`config.mk`:
```
export PLATFORM = sky130hd
export DESIGN_NAME = seg595_dynamic_param
export DESIGN_NICKNAME = d
export VERILOG_FILES = /design/src/rtl/seg595_pkg.sv /design/src/rtl/bin2bcd_seq.sv /design/src/rtl/seg595_dynamic_param.sv
export SDC_FILE = /design/constraint.sdc
export NUM_CORES = 1
export LEC_CHECK = 0
export CORE_MARGIN = 4
export CORE_UTILIZATION = 65
export DETAILED_ROUTE_END_ITERATION = 16
export GPL_TIMING_DRIVEN = 0
export PLACE_DENSITY = 0.84
export SETUP_SLACK_MARGIN = 0.1
export SLEW_MARGIN = 40
export SYNTH_ARGS = -nofsm -noshare
export SYNTH_HDL_FRONTEND = slang
export SYNTH_HIERARCHICAL = 1
export SYNTH_SLANG_ARGS = --single-unit
```
`constraint.sdc`:
```
create_clock -name sys_clk -period 5.3 [get_ports sys_clk]
set_input_delay 0.795 -clock sys_clk [delete_from_list [all_inputs] [get_ports sys_clk]]
set_output_delay 0.795 -clock sys_clk [all_outputs]
set_load 0.02 [all_outputs]
```
`src/rtl/seg595_pkg.sv`:
```
// Shared constants, state type and helpers for the 74HC595 dynamic 7-segment driver.
package seg595_pkg;

    localparam logic [7:0] SEG_BLANK = 8'hFF;
    localparam logic [7:0] SEG_MINUS = 8'hBF;

    // Common anode, active-low {dp, g..a}; entry n sits at bits [8n +: 8].
    localparam logic [127:0] SEG_TABLE = {
        8'h8E, 8'h86, 8'hA1, 8'hC6, 8'h83, 8'h88, 8'h90, 8'h80,
        8'hF8, 8'h82, 8'h92, 8'h99, 8'hB0, 8'hA4, 8'hF9, 8'hC0
    };

    typedef enum logic [1:0] {
        StIdle,
        StShift,
        StLatch
    } shift_state_e;

    function automatic logic [7:0] digit2seg(input logic [3:0] d);
        return SEG_TABLE[{d, 3'b000} +: 8];
    endfunction

    function automatic longint unsigned pow10(input int unsigned n);
        longint unsigned p;
        p = 1;
        for (int unsigned i = 0; i < n; i++) begin
            p = p * 10;
        end
        return p;
    endfunction

    // Decimal digits needed to hold any w-bit unsigned value.
    function automatic int unsigned bcd_digits(input int unsigned w);
        longint unsigned max_v;
        int unsigned     n;
        max_v = (64'd1 << w) - 64'd1;
        n     = 1;
        for (int unsigned i = 1; i < 20; i++) begin
            if (pow10(i) <= max_v) begin
                n = i + 1;
            end
        end
        return n;
    endfunction

endpackage

```
`src/rtl/bin2bcd_seq.sv`:
```
// Sequential double-dabble converter: one shift/add-3 step per cycle, DATA_W steps.
module bin2bcd_seq
    import seg595_pkg::*;
#(
    parameter int unsigned DATA_W = 20,
    parameter int unsigned DIGITS = 6
) (
    input  logic                  clk_i,
    input  logic                  rst_i,
    input  logic                  start_i,
    input  logic [DATA_W-1:0]     bin_i,
    output logic                  busy_o,
    output logic                  done_o,
    output logic [4*DIGITS-1:0]   bcd_o,
    output logic                  ovf_o
);

    // At least one digit above the displayed ones so overflow is always observable.
    localparam int unsigned NumBcd = (bcd_digits(DATA_W) > DIGITS) ? bcd_digits(DATA_W)
                                                                    : DIGITS + 1;
    localparam int unsigned CntW   = $clog2(DATA_W + 1);

    logic [DATA_W-1:0]   bin_q, bin_d;
    logic [4*NumBcd-1:0] bcd_q, bcd_d;
    logic [4*NumBcd-1:0] adj;
    logic [CntW-1:0]     cnt_q, cnt_d;
    logic                busy_q, busy_d;
    logic                done_q, done_d;

    always_comb begin
        bin_d  = bin_q;
        bcd_d  = bcd_q;
        cnt_d  = cnt_q;
        busy_d = busy_q;
        done_d = 1'b0;
        adj    = bcd_q;
        if (busy_q) begin
            for (int i = 0; i < int'(NumBcd); i++) begin
                if (adj[4*i +: 4] >= 4'd5) begin
                    adj[4*i +: 4] = adj[4*i +: 4] + 4'd3;
                end
            end
            bcd_d = {adj[4*NumBcd-2:0], bin_q[DATA_W-1]};
            bin_d = bin_q << 1;
            cnt_d = cnt_q - 1'b1;
            if (cnt_q == CntW'(1)) begin
                busy_d = 1'b0;
                done_d = 1'b1;
            end
        end else if (start_i) begin
            bin_d  = bin_i;
            bcd_d  = '0;
            cnt_d  = CntW'(DATA_W);
            busy_d = 1'b1;
        end
    end

    always_ff @(posedge clk_i or posedge rst_i) begin
        if (rst_i) begin
            bin_q  <= '0;
            bcd_q  <= '0;
            cnt_q  <= '0;
            busy_q <= 1'b0;
            done_q <= 1'b0;
        end else begin
            bin_q  <= bin_d;
            bcd_q  <= bcd_d;
            cnt_q  <= cnt_d;
            busy_q <= busy_d;
            done_q <= done_d;
        end
    end

    assign busy_o = busy_q;
    assign done_o = done_q;
    assign bcd_o  = bcd_q[4*DIGITS-1:0];
    assign ovf_o  = |bcd_q[4*NumBcd-1:4*DIGITS];

endmodule

```
`src/rtl/seg595_dynamic_param.sv`:
```
// Dynamic 7-segment driver: handshake capture, BCD decode with blanking/sign,
// display buffer and time-multiplexed serial output to a 74HC595 chain.
module seg595_dynamic_param
    import seg595_pkg::*;
#(
    parameter int unsigned DIGITS      = 6,
    parameter int unsigned DATA_W      = 20,
    parameter int unsigned SCAN_CYCLES = 50000
) (
    input  logic              sys_clk,
    input  logic              sys_rst,
    input  logic [DATA_W-1:0] data,
    input  logic [DIGITS-1:0] point,
    input  logic              sign,
    input  logic              data_vld,
    output logic              data_rdy,
    input  logic              seg_en,
    output logic              shcp,
    output logic              stcp,
    output logic              ds,
    output logic              oe
);

    localparam int unsigned WordW = DIGITS + 8;
    localparam int unsigned CntW  = $clog2(SCAN_CYCLES);
    localparam int unsigned IdxW  = $clog2(DIGITS);
    localparam int unsigned BitW  = $clog2(WordW);

    // Capture and conversion
    logic                conv_q, conv_d;
    logic [DIGITS-1:0]   point_q;
    logic                sign_q;
    logic                capture;
    logic                conv_busy, conv_done, conv_ovf;
    logic [4*DIGITS-1:0] bcd;

    assign data_rdy = ~conv_q;
    assign capture  = data_vld & ~conv_q & ~conv_busy;

    always_comb begin
        conv_d = conv_q;
        if (capture) begin
            conv_d = 1'b1;
        end else if (conv_done) begin
            conv_d = 1'b0;
        end
    end

    always_ff @(posedge sys_clk or posedge sys_rst) begin
        if (sys_rst) begin
            conv_q  <= 1'b0;
            point_q <= '0;
            sign_q  <= 1'b0;
        end else begin
            conv_q <= conv_d;
            if (capture) begin
                point_q <= point;
                sign_q  <= sign;
            end
        end
    end

    bin2bcd_seq #(
        .DATA_W (DATA_W),
        .DIGITS (DIGITS)
    ) u_bin2bcd (
        .clk_i   (sys_clk),
        .rst_i   (sys_rst),
        .start_i (capture),
        .bin_i   (data),
        .busy_o  (conv_busy),
        .done_o  (conv_done),
        .bcd_o   (bcd),
        .ovf_o   (conv_ovf)
    );

    // Blanking and sign placement
    logic [IdxW-1:0] msd;
    logic [7:0]      dec [DIGITS];

    always_comb begin
        msd = '0;
        for (int i = 1; i < int'(DIGITS); i++) begin
            if (bcd[4*i +: 4] != 4'd0 || point_q[i]) begin
                msd = IdxW'(i);
            end
        end
        for (int i = 0; i < int'(DIGITS); i++) begin
            if (conv_ovf) begin
                dec[i] = SEG_MINUS;
            end else if (IdxW'(i) <= msd) begin
                dec[i] = digit2seg(bcd[4*i +: 4]);
                if (point_q[i]) begin
                    dec[i][7] = 1'b0;
                end
            end else if (sign_q && IdxW'(i) == msd + 1'b1) begin
                dec[i] = SEG_MINUS;
            end else begin
                dec[i] = SEG_BLANK;
            end
        end
    end

    logic [7:0] disp_q [DIGITS];

    always_ff @(posedge sys_clk or posedge sys_rst) begin
        if (sys_rst) begin
            for (int i = 0; i < int'(DIGITS); i++) begin
                disp_q[i] <= SEG_BLANK;
            end
        end else if (conv_done) begin
            for (int i = 0; i < int'(DIGITS); i++) begin
                disp_q[i] <= dec[i];
            end
        end
    end

    // Slot counter and digit index
    logic [CntW-1:0] cnt_q, cnt_d;
    logic [IdxW-1:0] idx_q, idx_d;
    logic            slot_end;

    assign slot_end = (cnt_q == CntW'(SCAN_CYCLES - 1));

    always_comb begin
        cnt_d = slot_end ? '0 : cnt_q + 1'b1;
        idx_d = idx_q;
        if (slot_end) begin
            idx_d = (idx_q == IdxW'(DIGITS - 1)) ? '0 : idx_q + 1'b1;
        end
    end

    // Shift FSM; the whole word is snapshotted at slot start so buffer writes never tear it.
    shift_state_e      state_q, state_d;
    logic [1:0]        phase_q, phase_d;
    logic [BitW-1:0]   bit_q, bit_d;
    logic [WordW-1:0]  word_q, word_d;
    logic [DIGITS-1:0] sel;

    assign sel = DIGITS'(1) << idx_q;

    always_comb begin
        state_d = state_q;
        phase_d = phase_q;
        bit_d   = bit_q;
        word_d  = word_q;
        unique case (state_q)
            StIdle: begin
                if (cnt_q == '0) begin
                    state_d = StShift;
                    phase_d = 2'd0;
                    bit_d   = '0;
                    word_d  = {disp_q[idx_q], sel};
                end
            end
            StShift: begin
                phase_d = phase_q + 2'd1;
                if (phase_q == 2'd3) begin
                    if (bit_q == BitW'(WordW - 1)) begin
                        state_d = StLatch;
                    end else begin
                        bit_d  = bit_q + 1'b1;
                        word_d = word_q >> 1;
                    end
                end
            end
            StLatch: state_d = StIdle;
            default: state_d = StIdle;
        endcase
    end

    logic shcp_q, stcp_q, ds_q, oe_q;

    always_ff @(posedge sys_clk or posedge sys_rst) begin
        if (sys_rst) begin
            cnt_q   <= '0;
            idx_q   <= '0;
            state_q <= StIdle;
            phase_q <= 2'd0;
            bit_q   <= '0;
            word_q  <= '0;
            shcp_q  <= 1'b0;
            stcp_q  <= 1'b0;
            ds_q    <= 1'b0;
            oe_q    <= 1'b1;
        end else begin
            cnt_q   <= cnt_d;
            idx_q   <= idx_d;
            state_q <= state_d;
            phase_q <= phase_d;
            bit_q   <= bit_d;
            word_q  <= word_d;
            shcp_q  <= (state_d == StShift) & phase_d[1];
            stcp_q  <= (state_d == StLatch);
            ds_q    <= (state_d == StShift) & word_d[0];
            oe_q    <= ~seg_en;
        end
    end

    assign shcp = shcp_q;
    assign stcp = stcp_q;
    assign ds   = ds_q;
    assign oe   = oe_q;

endmodule

```
==> flow_summary.ini <==
[routing]
routedWlPerCell_um = 17.94
ant_nets = 0
drt_first_pass_iters = 5
wirelength_um = 22330
drc = 0
vias_per_cell = 6.243
via_count = 7773
initialDrtViolationCount = 462

[die]
start_util_pct = 67.50
dieWidth_um = 129.0
die_h_um = 129.0
coreArea_um2 = 14100
dieArea_um2 = 16640
io_pins = 36
rows = 43

[setup_path]
r2r-start = u_bin2bcd/bcd_q[12]$_DFFE_PP0P_
reg2reg_depth = 7
path_class = flip-flop to flip-flop
worst_setup_path_start_kind = flip-flop
worstPathRequired_ns = 5.67
cp-end-kind = flip-flop
cp_max_fo = 5
r2r-end = disp_q[16]$_DFFE_PP1P_
arrival_ns = 2.91
ff2ff_setup_slack_ns = 2.76

[finish]
layoutNonFillerInstCount = 1245
final_common_cell = dfrtp_1
diodes = 0
drive_above_1_share_pct = 16.43
fin_area_um2 = 10700
final_cell_mix = dfrtp_1, nand2_1, nor2_1, o21ai_0, ha_1
fillCellCount = 965
area_growth_pct = 12.47
final_nets = 1137

[synth]
synth-seq-cells = 156
synth.avg_cell_area_um2 = 9.554
syn_nets = 1081
synth_top_area_share_pct = 28.14
synth_edf_count = 0
netlist_top_cells_area = dfrtp_1, dfstp_2, ha_1, nand2_1, mux2i_1
synth_area_um2 = 9515
synth_flop_cell = dfrtp_1
yosysUniqueCellTypes = 68
synth_top_cell_by_area = dfrtp_1
synth_cells = 996
ys_warn_count = 6
yosysSeqAreaShare_pct = 41.67
synthArstFlopShare_pct = 100.0

[timing]
setup_slack_ns = 2.761
fin_crit_ns = 2.539
fin_crit_sh_pct = 47.91
fin_worst_skew_ns = 0.007515
finalMaxSlewViolations = 0
rsz0062_at_grt = false
slew_headroom_pct = 43.86
worst_pin_slew_ns = 0.8304
fmax_mhz = 393.8
finalSetupViolCount = 0
hold_viol = 0
setup_tns_ns = 0

[clocking]
cts.clk_slew.worst_paths_ns = 0.06
cts_sinks = 156
root_buffer = clkbuf_16
clock_latency_ns = 0.43
cts_resized = 0
cts_setup_buffers = 0
cts.path.max_buffers = 2
cts_made_buffers = 17
postCtsHoldBufs = 0
cts_tree = done
cts.htree.levels = 4

[min_path]
hold_class = flip-flop to flip-flop
hp-start = point_q[0]$_DFFE_PP0P_
min_path_cells = 1
min_to = disp_q[47]$_DFFE_PP1P_

[place]
buffer_ports.inserted = 35
placed_cells = 1213
hpwl_um = 16020
place_congestion = 0.9149
place_area_um2 = 10150
post-place-ws_ns = 2.370

[grt]
antenna_found_initial = 0
grt_max_degree = 59
grt_pass1_vias = 7629
grt.overflow.total = 0
gr-usage-all-layers_pct = 28.11
grt_pass1_wl_um = 37100

[status]
outcome = complete, no violations

[power_and_ir_drop]
p_leak_nw = 4.401
ir_drop_uv = 296.5
power_w = 0.005740
p_per_area_nw_per_um2 = 536.4

[flow_run]
max_cap_viol_count = 0
## critical path, cell delays in order, from the launching register on
cell     delay [ns]
dfrtp_1        0.41
buf_4          0.18
inv_1          0.10
ha_1           0.25
or4b_1         0.65
o31ai_2        0.54
a31o_2         0.21
o22a_1         0.14
## layout make-up
| cell class | count | area, um^2 | share of cell area, % |
|---|---|---|---|
| plain buffers | 87 | 466.7 | 4.361 |
| repair buffers | 37 | 397.9 | 3.718 |
| clock buffers | 25 | 485.5 | 4.536 |
| multi-input cells | 701 | 4888 | 45.68 |
| clock inverters | 7 | 67.56 | 0.6314 |
| inverters | 52 | 205.2 | 1.917 |
| well taps | 180 | 225.2 | 2.105 |
| flip-flops and latches | 156 | 3965 | 37.05 |
## flip-flops by register name (all words and copies together) (netlist names)
| register | cells |
|---|---|
| stcp | 1 |
| ds | 1 |
| idx_q | 3 |
| oe | 1 |
| disp_q | 48 |
| bit_q | 4 |
| conv_q | 1 |
| phase_q | 2 |
| point_q | 6 |
| u_bin2bcd/busy_o | 1 |
| u_bin2bcd/bin_q | 20 |
| cnt_q | 16 |
| u_bin2bcd/cnt_q | 5 |
| u_bin2bcd/done_o | 1 |
| word_q | 14 |
| shcp | 1 |
| state_q | 2 |
| sign_q | 1 |
| u_bin2bcd/bcd_q | 28 |
## power breakdown
part / total (W) / internal [W] / switching (W) / leakage [nW]
clock: 0.00115 / 0.000681 / 0.000474 / 0.263
combinational: 0.00254 / 0.00111 / 0.00144 / 2.24
sequential: 0.00204 / 0.00170 / 0.000338 / 1.90
total: 0.00574 / 0.00349 / 0.00225 / 4.40
## cell families after synthesis
logic type	count (synthesis)	share of synthesized area (%)
AOI/OAI and AO/OA	243	17.95
xor gates and xnor gates	19	1.749
adders and majority gates	54	7.101
buffers and inverters	139	6.956
DFF	156	41.67
muxes	64	7.482
and+or+nand+nor	321	17.09
## how the worst max path moves through the flow
stage                                               start                        endpoint  slack (ns)  cells past startpoint
after detailed placement                         data_vld  u_bin2bcd/bin_q[6]$_DFFE_PP0P_        2.37                      7
final                     u_bin2bcd/bcd_q[12]$_DFFE_PP0P_          disp_q[16]$_DFFE_PP1P_        2.76                      7
after floorplan                                   sys_rst            bit_q[0]$_DFFE_PP0P_        1.94                      1
after CTS                 u_bin2bcd/bcd_q[12]$_DFFE_PP0P_          disp_q[16]$_DFFE_PP1P_        2.78                      7
after global placement                            sys_rst           word_q[7]$_DFFE_PP0P_        0.44                      2
after global routing                             data_vld  u_bin2bcd/bin_q[6]$_DFFE_PP0P_        2.65                      7
## cell usage after synthesis (5+ instances only)
cell,number
a21oi_1,30
ha_1,54
or2_2,9
a2111o_1,7
a211oi_1,8
xor2_1,5
nand4_1,10
xnor2_1,14
a221oi_1,13
nor2_1,63
nand3b_1,11
clkbuf_1,39
nand3_1,26
buf_2,17
mux2_2,27
nand2_1,100
nor4b_1,7
o22a_1,14
nor4_1,11
buf_4,27
o211ai_1,23
o21ai_0,63
inv_1,50
nor3b_1,16
o31ai_1,6
nand2b_1,15
nor3_1,21
dfstp_2,49
o22ai_1,6
dfrtp_1,107
a311o_1,7
a31oi_1,21
mux2i_1,34
nor2b_1,17
## through the flow
stage | hold WS [ns] | util [%]
floorplan | 0.3789 | -
detailed placement | 0.4244 | 72.00
CTS | 0.4315 | 75.92
finish | 0.4447 | 75.92
global route | 0.4584 | 75.92
global placement | 0.4191 | 71.59
## routing by layer
layer,global-route usage [%],routed length [um],vias to the layer above
met5,0,0,-
met4,12.54,855,0
met3,6.766,1334,71
met2,46.31,10730,290
met1,35.28,9412,3733
li1,-,-,3679
No activity file was read; power rests on OpenSTA's default activity.
